==> src/rtl/dram_sim_model_rd_pipe.sv <==
// Read-return delay line: LAT stages of valid/data with synchronous clear.
// o_busy reports data still in flight ahead of the output stage.
module dram_rd_pipe #(
    parameter int W   = 512,
    parameter int LAT = 4
) (
    input  logic         CLK,
    input  logic         RST,
    input  logic         i_vld,
    input  logic [W-1:0] i_data,
    output logic         o_vld,
    output logic [W-1:0] o_data,
    output logic         o_busy
);

    logic [LAT-1:0] r_vld;
    logic [W-1:0]   r_data [LAT];

    always_ff @(posedge CLK) begin
        if (RST) begin
            r_vld <= '0;
            for (int i = 0; i < LAT; i++) begin
                r_data[i] <= '0;
            end
        end else begin
            r_vld[0]  <= i_vld;
            // Bubbles carry zero so the output bus stays quiet between pulses.
            r_data[0] <= i_vld ? i_data : '0;
            for (int i = 1; i < LAT; i++) begin
                r_vld[i]  <= r_vld[i-1];
                r_data[i] <= r_data[i-1];
            end
        end
    end

    always_comb begin
        o_busy = 1'b0;
        for (int i = 0; i < LAT - 1; i++) begin
            o_busy = o_busy | r_vld[i];
        end
    end

    assign o_vld  = r_vld[LAT-1];
    assign o_data = r_data[LAT-1];

endmodule

==> config.mk <==
export PLATFORM = sky130hd
export DESIGN_NAME = dram_rd_pipe
export DESIGN_NICKNAME = d
export VERILOG_FILES = /design/src/rtl/dram_sim_model_rd_pipe.sv
export SDC_FILE = /design/constraint.sdc
export NUM_CORES = 2
export LEC_CHECK = 0
export CORE_ASPECT_RATIO = 1.5
export CORE_UTILIZATION = 31
export CTS_BUF_LIST = sky130_fd_sc_hd__clkbuf_8
export DETAILED_ROUTE_END_ITERATION = 8
export PLACE_DENSITY = 0.58
export SLEW_MARGIN = 20
export SYNTH_ARGS = -nofsm -noshare
export SYNTH_HDL_FRONTEND = slang
export SYNTH_SLANG_ARGS = --single-unit
==> constraint.sdc <==
create_clock -name CLK -period 1.5 [get_ports CLK]
set_clock_uncertainty 0.15 [all_clocks]
set_input_delay 0.225 -clock CLK [delete_from_list [all_inputs] [get_ports CLK]]
set_output_delay 0.225 -clock CLK [all_outputs]
set_load 0.02 [all_outputs]
==> impl_metrics.yaml <==
run_status:
  outcome: "finished, violations left"
  violations: "setup timing"
final_layout:
  fin_nets: 6635
  syn_to_final_growth_pct: 47.6
  fin_area_um2: 83700
  layout-drive-gt1-share_pct: 25.7
synthesis:
  synth-seq-area-share_pct: 72.4
  yosysWarnings: 0
  syn_inst: 4390
  syn_nets: 4905
  ys_ff_latch: 2052
  syn_area_um2: 56700
  avgSynthCellArea_um2: 12.9
  synth_cell_type_count: 9
detailed_routing:
  firstDrtPassIters: 4
  antenna_left: 0
  wl_mm: 144
  via_per_inst: 3.88
  drc_errors: 0
  vias: 34100
  wire_per_inst_um: 16.4
  drtIter0Drc: 945
timing:
  fin_crit_ns: 2.06
  min_period_over_period_pct: 137
  hold_slack_ns: 0.220
  fmax_mhz: 486
  finalSetupViolations: 514
  slew_viol_final: 0
  worst_pin_slew_ns: 0.445
  rsz0062_at_grt: "true"
  setup_slack_ns: -0.557
  finalSetupTns_ns: -98.58
  relSlewSlack_pct: 70.3
  hold_viol_final: 0
placement:
  portBuffers: 1028
  gp_congestion: 0.800
  pre_cts_ws_ns: -0.0937
  placed_area_um2: 71200
  dp_hpwl_mm: 100
clocking:
  clock_latency_ns: 0.87
  cts_buffers: 310
  cts_tree: "done"
  cts_max_level: 5
  root_buffer: "clkbuf_8"
  clockBufferDepth: 4
  postCtsSetupRepairBufs: 0
  clk_pin_slew_ns: 0.07
  clock-sinks: 2052
floorplanning:
  initial_core_util_pct: 31.3
  die_area_um2: 185000
  io_pins: 1029
  die_x_um: 351
  die_y_um: 526
  coreArea_um2: 181000
  row_count: 191
critical_path:
  cp.arrival_ns: 1.68
  worstSetupPathType: "flip-flop to output port"
  end_kind: "output port"
  crit_chain: "or3_4 -> buf_6"
  crit_path_max_incr_delay_ns: 0.39
  slowest_stage: "or3_4"
  worstPathMaxFanout: 2
  required_ns: 1.12
  cp-start-kind: "flip-flop"
power:
  p_comb_share_pct: 5.5
  peakVddDrop_mv: 1.01
  power.internal_w: 0.0833
  power_leakage_nw: 37.1
  clockPowerShare_pct: 41.8
  power_switching_w: 0.0232
  power.share.switching_pct: 21.8
  p_per_area_nw_per_um2: 1270
  p_seq_share_pct: 52.7
  p_total_w: 0.106
grt:
  antenna_found_initial: 46
  grt_usage_pct: 15.2
  grt_pass1_vias: 35300
  grt_max_degree: 94
  grt_overflow: 0
  grt_pass1_wl_mm: 211
min_path:
  holdCritPathClass: "flip-flop to flip-flop"
job:
  cap_violations: 0
==> critical path: cells and delay by family (launching register included) <==
kind                   cells  cell delay, ns
and+or+nand+nor            1            0.39
buffers and inverters      1            0.14
DFF                        1            0.31
==> stage by stage <==
step | utilization, % | cells
6_report | 46.2 | 8779
4_1_cts | 46.2 | 8745
3_5_place_dp | 39.3 | 7705
5_1_grt | 46.2 | 8763
3_3_place_gp | 39.3 | 7705
2_1_floorplan | - | 4390
==> registers in the layout (all words and copies together) (netlist names) <==
| signal | cells |
|---|---|
| r_data | 2048 |
| r_vld | 4 |
==> power groups by stage <==
stage	Clock [W]	Combinational, W	Sequential, W
global placement	0	0.00455	0.0573
global route	0.0488	0.00625	0.0562
finish	0.0445	0.00580	0.0561
CTS	0.0462	0.00587	0.0561
floorplan	0	0.00187	0.0573
detailed placement	0	0.00460	0.0573
==> worst paths after layout <==
| kind | start | end | slack (ns) | depth (start not counted) |
|---|---|---|---|---|
| hold / removal | r_data[0][511]$_SDFF_PP0_ | r_data[1][511]$_SDFF_PP0_ | 0.22 | 1 |
| setup reg to reg | r_data[2][42]$_SDFF_PP0_ | r_data[3][42]$_SDFF_PP0_ | 0.51 | 1 |
| setup / recovery | r_vld[1]$_SDFF_PP0_ | o_busy | -0.56 | 2 |
| hold reg to reg | r_data[0][511]$_SDFF_PP0_ | r_data[1][511]$_SDFF_PP0_ | 0.22 | 1 |
==> cell usage after synthesis <==
library cell | count | area, um2
nor2b_1 | 1260 | 7880
and2b_1 | 280 | 2100
clkbuf_1 | 262 | 983
buf_2 | 8 | 40.0
buf_6 | 9 | 101
dfxtp_1 | 2052 | 41100
or3_1 | 1 | 6.26
buf_4 | 6 | 45.0
and3b_1 | 512 | 4480
==> cells in the final DEF, fill, tap and decap left out <==
master	netlist	layout
dfxtp_1	2052	1539
nor2b_1	1260	1260
dlygate4sd3_1	0	515
and3b_1	512	512
clkdlybuf4s50_1	0	512
dfxtp_2	0	503
buf_6	9	465
clkbuf_8	0	392
and2b_1	280	280
buf_4	6	114
buf_12	0	95
inv_1	0	87
diode_2	0	34
clkinv_2	0	26
dfxtp_4	0	10
inv_6	0	6
clkinvlp_4	0	6
inv_8	0	4
clkinv_8	0	2
bufinv_16	0	2
or3_4	0	1
buf_16	0	1
buf_8	0	1
==> per-layer routing <==
layer | vias to the layer above | global-route usage [%] | share of wire, %
li1 | 17200 | - | -
met5 | - | 0 | 0.14
met2 | 1110 | 25.1 | 46
met3 | 308 | 7.49 | 11
met4 | 30 | 5.68 | 3.1
met1 | 15400 | 16.5 | 40
==> cell families (layout without fill, tap and decap cells) <==
group / after synthesis / count (layout) / share of synthesized area (%)
buffers and inverters: 285 / 2228 / 2.06
DFF: 2052 / 2052 / 72.4
and+or+nand+nor: 2053 / 2053 / 25.5
other: 0 / 34 / 0
==> cell type report <==
type / instances / area [um2]
Timing Repair Buffer: 1703 / 18300
Multi-Input combinational cell: 2053 / 14500
Sequential cell: 2052 / 41700
Fill cell: 16400 / 97400
Tap cell: 2412 / 3020
Clock buffer: 392 / 5400
Clock inverter: 133 / 692
Antenna cell: 34 / 85.1
==> timing repair <==
item,4_1_cts,5_1_grt
endpoints found under the setup margin,514,514
resized for setup,3457,2
endpoints found under the hold margin,1871,0
gates cloned,0,0
hold buffers,515,0
(Power assumes the default switching activity.)
